### config.mk
export PLATFORM = sky130hd
export DESIGN_NAME = rat_pc_stack_flat
export DESIGN_NICKNAME = d
export VERILOG_FILES = /design/src/rtl/rat_pc_stack_if.sv /design/src/rtl/rat_pc_stack.sv /design/src/flat_wrapper.sv
export SDC_FILE = /design/constraint.sdc
export NUM_CORES = 1
export LEC_CHECK = 0
export BUFFER_PORTS_ARGS = -buffer_cell sky130_fd_sc_hd__buf_2
export CORE_MARGIN = 8
export CORE_UTILIZATION = 45
export DETAILED_ROUTE_END_ITERATION = 8
export GPL_TIMING_DRIVEN = 1
export HOLD_SLACK_MARGIN = 0.05
export SLEW_MARGIN = 0
export SYNTH_ARGS = -nofsm -noshare
export SYNTH_HDL_FRONTEND = slang
export SYNTH_SLANG_ARGS = --single-unit
### constraint.sdc
create_clock -name clk -period 7.4 [get_ports clk]
set_clock_uncertainty 0.05 [all_clocks]
set_input_delay 0.37 -clock clk [delete_from_list [all_inputs] [get_ports clk]]
set_output_delay 0.37 -clock clk [all_outputs]
set_load 0.01 [all_outputs]
### src/rtl/rat_pc_stack_if.sv
// rat_pc_stack_if: command strobes, jump target and PC/stack status of the PC unit
interface rat_pc_stack_if #(
   parameter int AW    = 10,
   parameter int DEPTH = 16
);
   localparam int SW = $clog2(DEPTH + 1);
   logic [AW-1:0] din;
   logic          pc_inc;
   logic          pc_ld;
   logic          call;
   logic          ret;
   logic          intr;
   logic          err_clr;
   logic [AW-1:0] pc_count;
   logic [SW-1:0] sp_depth;
   logic          stk_full;
   logic          stk_empty;
   logic          stk_err;
   modport master (
      output din, pc_inc, pc_ld, call, ret, intr, err_clr,
      input  pc_count, sp_depth, stk_full, stk_empty, stk_err
   );
   modport slave (
      input  din, pc_inc, pc_ld, call, ret, intr, err_clr,
      output pc_count, sp_depth, stk_full, stk_empty, stk_err
   );
endinterface

### src/rtl/rat_pc_stack.sv
// rat_pc_stack: program counter with prioritised jump/call/return/interrupt and LIFO return stack
module rat_pc_stack #(
   parameter int            AW        = 10,
   parameter int            DEPTH     = 16,
   parameter logic [AW-1:0] RESET_VEC = '0,
   parameter logic [AW-1:0] INTR_VEC  = '1
) (
   input logic           clk,
   input logic           rst_n,
   rat_pc_stack_if.slave bus
);
   localparam int SW = $clog2(DEPTH + 1);
   localparam int IW = $clog2(DEPTH);
   logic [AW-1:0] pc_q, pc_d;
   logic [SW-1:0] sp_q, sp_d;
   logic          err_q, err_d;
   logic [AW-1:0] stk_q [DEPTH];
   logic          full, empty, push, pop, fault;
   logic [AW-1:0] push_val;
   logic [IW-1:0] wr_idx, rd_idx;
   // INTR outranks everything, so push/pop are mutually exclusive by construction
   always_comb begin
      full     = sp_q == SW'(DEPTH);
      empty    = sp_q == '0;
      push     = bus.intr | (~bus.ret & bus.call);
      pop      = ~bus.intr & bus.ret;
      push_val = bus.intr ? pc_q : pc_q + 1'b1;
      fault    = (push & full) | (pop & empty);
      wr_idx   = IW'(sp_q);
      rd_idx   = IW'(sp_q - 1'b1);
      pc_d     = bus.intr                ? INTR_VEC :
                 bus.ret                 ? (empty ? RESET_VEC : stk_q[rd_idx]) :
                 (bus.call | bus.pc_ld)  ? bus.din :
                 bus.pc_inc              ? pc_q + 1'b1 : pc_q;
      sp_d     = (push & ~full)  ? sp_q + 1'b1 :
                 (pop & ~empty)  ? sp_q - 1'b1 : sp_q;
      err_d    = fault | (err_q & ~bus.err_clr);
   end
   always_ff @(posedge clk or negedge rst_n) begin
      if (!rst_n) begin
         pc_q  <= RESET_VEC;
         sp_q  <= '0;
         err_q <= 1'b0;
      end else begin
         pc_q  <= pc_d;
         sp_q  <= sp_d;
         err_q <= err_d;
      end
   end
   // Storage is deliberately not reset; entries above sp_q are never read
   always_ff @(posedge clk) begin
      if (push & ~full) stk_q[wr_idx] <= push_val;
   end
   assign bus.pc_count  = pc_q;
   assign bus.sp_depth  = sp_q;
   assign bus.stk_full  = full;
   assign bus.stk_empty = empty;
   assign bus.stk_err   = err_q;
endmodule

### src/flat_wrapper.sv
// flat-port wrapper written by rule: the top's interface ports become plain ports
module rat_pc_stack_flat 
#(
   parameter int            AW        = 10,
   parameter int            DEPTH     = 16,
   parameter logic [AW-1:0] RESET_VEC = '0,
   parameter logic [AW-1:0] INTR_VEC  = '1
)
  (clk, rst_n, bus_din, bus_pc_inc, bus_pc_ld, bus_call, bus_ret, bus_intr, bus_err_clr, bus_pc_count, bus_sp_depth, bus_stk_full, bus_stk_empty, bus_stk_err);
  rat_pc_stack_if #(.AW(AW), .DEPTH(DEPTH)) bus_i ();
  input logic clk;
  input logic rst_n;
  input wire logic [$bits(bus_i.din)-1:0] bus_din;
  input wire logic [$bits(bus_i.pc_inc)-1:0] bus_pc_inc;
  input wire logic [$bits(bus_i.pc_ld)-1:0] bus_pc_ld;
  input wire logic [$bits(bus_i.call)-1:0] bus_call;
  input wire logic [$bits(bus_i.ret)-1:0] bus_ret;
  input wire logic [$bits(bus_i.intr)-1:0] bus_intr;
  input wire logic [$bits(bus_i.err_clr)-1:0] bus_err_clr;
  output wire logic [$bits(bus_i.pc_count)-1:0] bus_pc_count;
  output wire logic [$bits(bus_i.sp_depth)-1:0] bus_sp_depth;
  output wire logic [$bits(bus_i.stk_full)-1:0] bus_stk_full;
  output wire logic [$bits(bus_i.stk_empty)-1:0] bus_stk_empty;
  output wire logic [$bits(bus_i.stk_err)-1:0] bus_stk_err;
  assign bus_i.din = bus_din;
  assign bus_i.pc_inc = bus_pc_inc;
  assign bus_i.pc_ld = bus_pc_ld;
  assign bus_i.call = bus_call;
  assign bus_i.ret = bus_ret;
  assign bus_i.intr = bus_intr;
  assign bus_i.err_clr = bus_err_clr;
  assign bus_pc_count = bus_i.pc_count;
  assign bus_sp_depth = bus_i.sp_depth;
  assign bus_stk_full = bus_i.stk_full;
  assign bus_stk_empty = bus_i.stk_empty;
  assign bus_stk_err = bus_i.stk_err;
  rat_pc_stack #(.AW(AW), .DEPTH(DEPTH), .RESET_VEC(RESET_VEC), .INTR_VEC(INTR_VEC)) u_core (.clk(clk), .rst_n(rst_n), .bus(bus_i));
endmodule
### Word level (Yosys, flattened, before mapping)

Memories as Yosys holds them, arrays and structs flattened.
Cells that the tools add are included.
Widths: inputs -> output; s select.

| operators by class | value |
|---|---|
| $add $sub $neg | 3 |
| multipliers | 0 |
| div/mod/pow operators | 0 |
| $lt $le $gt $ge | 0 |
| equality and inequality tests | 1 |
| shifts and indexed selects | 0 |
| multiplexer cells | 10 |
| bitwise operators | 16 |
| reductions and logical operators | 3 |

Operators by type and width:

| cell | count |
|---|---|
| $mux 10 | 6 |
| $add 10x1->10 const B | 1 |
| $mux 5 | 2 |
| $and 1x1->1 | 7 |
| $add 5x1->5 const B | 1 |
| $eq 5x5->1 const B | 1 |
| $logic_not 5->1 | 1 |
| $not 1->1 | 5 |
| $sub 5x1->5 const B | 1 |
| $or 1x1->1 | 4 |
| $reduce_bool 4->1 | 1 |
| $mux 1 | 2 |
| $reduce_bool 2->1 | 1 |

| storage, ports and cells | value |
|---|---|
| bits in registers | 16 |
| bits in latches | 0 |
| RAM bits | 160 |
| ROM bits | 0 |
| bits of input ports | 18 |
| memories | 1 |

Memory list:

| name | words | width | read ports | clocked after memory_dff | write ports | line | text |
|---|---|---|---|---|---|---|---|
| u_core.stk_q | 16 | 10 | 1 | 0 | 1 | rat_pc_stack.sv:17 | `logic [AW-1:0] stk_q [DEPTH];` |

### Logic depth before layout (Yosys ltp)

| logic depth | value |
|---|---|
| depth in word-level cells | 6 |
| mapped depth | 10 |
| depth with buffers taken out | 7 |

### Worst setup path before layout

OpenSTA, ideal clock, no wires.

| path | value |
|---|---|
| kind | reg-to-reg |
| from | register u_core.sp_q[0], in the netlist u_core.bus.sp_depth[0] |
| to | memory u_core.stk_q[0][0] (enable) |
| setup time | 0.376 ns |
| data arrival time | 2.461 ns |
| slack | 4.513 ns |
| stages on the path, launching flop included | 8 |
| buffers on the path | 3 |
| period minus slack after synthesis | 2.887 ns |
| cell sequence | dfrtp_1 -> buf_6 -> buf_4 -> inv_1 -> ha_1 -> or4b_2 -> clkbuf_1 -> nor2_1 |

| on the way | value |
|---|---|
| longest elaborated chain between the ends | 5 |

Ends and longest elaborated chain:

| item | line | text |
|---|---|---|
| start, declared | rat_pc_stack.sv:15 | `logic [SW-1:0] sp_q, sp_d;` |
| start signal, assigned | rat_pc_stack.sv:46 | `sp_q <= sp_d;` |
| $eq 5x5->1 | rat_pc_stack.sv:23 | `full = sp_q == SW'(DEPTH);` |
| $not 1->1 | rat_pc_stack.sv:52 | `if (push & ~full) stk_q[wr_idx] <= push_val;` |
| $and 1x1->1 | rat_pc_stack.sv:52 |  |
| $mux 1 | rat_pc_stack.sv:52 |  |
| $mux 1 (not written as such) | rat_pc_stack.sv:52 |  |
| end, declared | rat_pc_stack.sv:17 |  |

Several ways; a longest one is shown, not always the timed one.

### Worst setup path after layout

| path | value |
|---|---|
| from | register u_core.sp_q[0], in the netlist u_core.bus.sp_depth[0] |
| to | register u_core.pc_q[0], in the netlist u_core.bus.pc_count[0] |

| on the way | value |
|---|---|
| longest elaborated chain between the ends | 5 |

Ends and longest elaborated chain:

| item | line | text |
|---|---|---|
| $sub 5x1->5 | rat_pc_stack.sv:30 | `rd_idx = IW'(sp_q - 1'b1);` |
| $mem_v2 16x10 | - |  |
| $mux 10 * (2 in series) | rat_pc_stack.sv:32 | `bus.ret ? (empty ? RESET_VEC : stk_q[rd_idx]) :` |
| $mux 10 * | rat_pc_stack.sv:31 | `pc_d = bus.intr ? INTR_VEC :` |
| end signal, assigned | rat_pc_stack.sv:45 | `pc_q <= pc_d;` |
| end, declared | rat_pc_stack.sv:14 | `logic [AW-1:0] pc_q, pc_d;` |

Every way passes the cells marked *; elsewhere a longest branch is shown, timed or not.
A chain may end at the register's enable or synchronous reset.

==> metrics.md <==
| Metric | Value |
|---|---|
| Status | `complete, no violations` |
| Post-CTS Hold Buffers | `1` |
| CTS Buf Count | `17` |
| Hold path cells | `2` |
| Crit path max fanout | `47` |
| Final antenna-violating net count | `0` |
| Cells on worst reg2reg path | `7` |
| Hold Path Origin | `bus_err_clr` |
| Tightest Hold Check Type | `primary input to register` |
| Max Slew Vio Count | `0` |
| Initial Util | `45.9%` |
| Pleak | `2.87 nW` |
| Vias in the first global route | `4,269` |
| Clk buf depth | `2` |
| Yosys top cell area share | `63.2%` |
| Yosys warning count | `0` |
| ANT cells | `0` |
| Area taken by multi-input logic gates | `2260 um2` |
| Clk_lat worst skew | `430 ps` |
| Synth Area in XOR/XNOR | `1.84%` |
| Synth Area in Adders | `0.822%` |
| Register area share after synthesis | `68.4%` |
| Fillers | `1,354` |
| Max VDD drop | `0.000230 V` |
| Post-Syn Instances | `433` |
| TritonCTS clock tree | `yes` |
| Setup CP Type | `register to register` |
| Worst Setup Start Kind | `register` |
| Post-Synth Simple-Gate Area | `6.10%` |
| DRT iter0 DRCs | `387` |
| DRC viols | `0` |
| Area contributors post-synth | `edfxtp_1 63%, mux4_2 9.8%, dfrtp_1 5.3%, mux2i_1 2.6%, mux4_1 2.4%` |
| Wire length per cell | `24.7 um` |
| Core area | `16,600 um2` |
| Die W | `146 um` |
| Largest net degree at the start of global routing | `48` |
| Routed wire length | `17.4 mm` |
| Hold path endpoint | `u_core.bus.stk_err` |
| Mapped cell area | `7610 um2` |
| Layout Nets | `496` |
| Min cycle time layout | `4000 ps` |
| Crit path largest cell delay | `800 ps` |
| DRT Pass-1 Iters | `7` |
| Max H-tree Level | `4` |
| Die area | `21,300 um2` |
| Synth Area in Compound Gates | `5.61%` |
| Sequential cell area | `5210 um2` |
| Root Buffer | `clkbuf_16` |
| Final Hold Fails | `0` |
| Antenna violations before repair | `0` |
| CP required | `7660 ps` |
| RR Startpoint | `u_core.bus.sp_depth[0]` |
| # setup viols final | `0` |
| Via count | `4,258` |
| Mean Syn Cell Area | `17.6 um2` |
| FF+latch count, synth | `176` |
| RSZ-0062 raised after global routing | `false` |
| Area leader, netlist | `edfxtp_1` |
| Setup_tns | `0 ps` |
| Placer Congestion | `0.876` |
| Post-DP HPWL | `10.8 mm` |
| Overall routing resource usage | `16.8%` |
| Quantity of I/O buffers inserted on ports | `35` |
| Share of layout cells above drive strength 1 | `24.9%` |
| CP arrival | `4260 ps` |
| Period utilization | `54.1%` |
| Library cells used by synthesis | `56` |
| Postcts setup bufs | `0` |
| First-pass GRT wire length | `26.7 mm` |
| Setup crit end kind | `register` |
| Post-synth top flop | `edfxtp_1` |
| Pwr dens | `445 nW/um2` |
| Post-synth EDFFs | `160` |
| R2R Path End | `u_core.bus.pc_count[0]` |
| Reg2Reg Setup Slack | `3400 ps` |
| Largest family of logic cells by synthesized area | `multiplexers` |
| Fin util | `52.0%` |
| CP Cell Sequence | `buf_4, inv_1, ha_2, buf_4, mux4_2, mux4_2, a311o_1` |
| Clk pin slew, worst setup/hold paths | `70 ps` |
| Top-Level Pins | `36` |
| Row count | `47` |
| Critical path's slowest cell | `ha_2` |
| Overflow after GRT | `0` |
| Post-DR vias/cell | `6.03` |
| Height of the die | `146 um` |
| Rel. slew slack | `19.0%` |
| Worst-margin pin slew | `1210 ps` |
| Post-Syn Nets | `456` |
| Max-cap violation count | `0` |
| FMAX | `250 MHz` |
| Post-CTS Resized | `0` |
| Fraction of registers with async set/reset | `9.09%` |
| # clock sinks | `176` |
| Mux contribution to synthesized area | `15.1%` |
| Area growth syn-to-layout | `13.4%` |
## flip-flops by register name, summed over array words and instances (netlist names)
signal and count:
u_core.bus.pc_count 10, u_core.stk_q 160, u_core.bus.sp_depth 5, u_core.bus.stk_err 1
## per-layer routing
metal	global-route usage [%]	vias to the layer above	share of wire, %
li1	-	1853	-
met1	23.0	2220	45
met2	25.5	155	46
met3	3.68	30	6.1
met4	7.37	0	2.5
met5	0	-	0
## worst max-delay path: cells and delay by family (launching register included)
family                     cells  cell delay (ps)
buffers and inverters          3             1430
muxes                          2              860
adders and majority gates      1              800
DFF                            1              340
AOI/OAI and AO/OA              1              360
## power breakdown
part | switching [mW] | internal, mW
combinational | 0.829 | 0.581
sequential | 0.108 | 1.42
clock | 0.390 | 0.508
## cells in the mapped netlist, drive strengths merged, types with 9 or more instances
cell type	number
and2	12
inv	9
nor2	20
clkbuf	12
mux4	40
nand2	10
edfxtp	160
buf	11
nor2b	9
dfrtp	16
mux2i	20
## per-stage QoR
step	setup slack, ps	total power [mW]	std cells	hold WS [ps]	instance area (um2)
floorplan	4510	2.53	433	24.4	7610
global placement	3390	2.92	672	280	8000
detailed placement	3320	2.96	672	285	8000
CTS	3310	3.86	705	71.9	8610
global route	3050	4.02	706	81.2	8630
finish	3400	3.84	706	83.7	8630
## area by class of cell
class	count	area share (%)
sequential	176	60.3
multi-input combinational	224	26.2
clock buffer	17	4.93
tap	220	3.19
timing repair buffer	44	2.84
clock inverter	15	2.02
inverter	10	0.435
## placed cells by master (no fill, tap or decap), types with 3 or more instances in the layout
master	netlist	layout
a211oi_1	6	6
and2_1	12	12
dfrtp_1	16	15
nor2b_1	9	9
o31ai_1	4	4
nand3_1	5	5
nor4_1	7	7
inv_6	0	4
buf_2	6	35
nor3b_1	3	3
ha_1	5	4
xnor2_1	8	7
a311o_1	3	3
a21oi_1	5	5
edfxtp_1	160	160
inv_1	9	9
nor3_1	4	4
mux4_1	7	7
xor2_1	8	7
clkinv_4	0	5
mux2i_1	20	20
nand4_1	3	3
o21ai_0	5	5
o22ai_1	4	4
or4_1	4	4
a2111oi_0	6	6
mux4_2	33	33
clkbuf_16	0	17
nand2_1	9	9
buf_4	1	8
o31a_1	3	3
nor2_1	20	19
## worst max path at each step
stage / endpoint / start / depth (start not counted) / slack [ps]
floorplan: u_core.stk_q[0][0] / u_core.bus.sp_depth[0] / 7 / 4510
global placement: u_core.bus.pc_count[0] / u_core.bus.sp_depth[0] / 7 / 3390
detailed placement: u_core.bus.pc_count[0] / u_core.bus.sp_depth[0] / 7 / 3320
CTS: u_core.bus.pc_count[0] / u_core.bus.sp_depth[0] / 7 / 3310
global route: u_core.bus.pc_count[0] / u_core.bus.sp_depth[0] / 7 / 3050
finish: u_core.bus.pc_count[0] / u_core.bus.sp_depth[0] / 7 / 3400
## kinds of logic (layout without fill, tap and decap cells)
logic type | Yosys count | after routing
compound gates | 56 | 56
simple gates | 85 | 85
xor+xnor | 16 | 16
buf+inv | 33 | 86
fa+ha+maj | 5 | 5
mux | 62 | 62
flops | 176 | 176
Power figures use the tool's default switching activity.
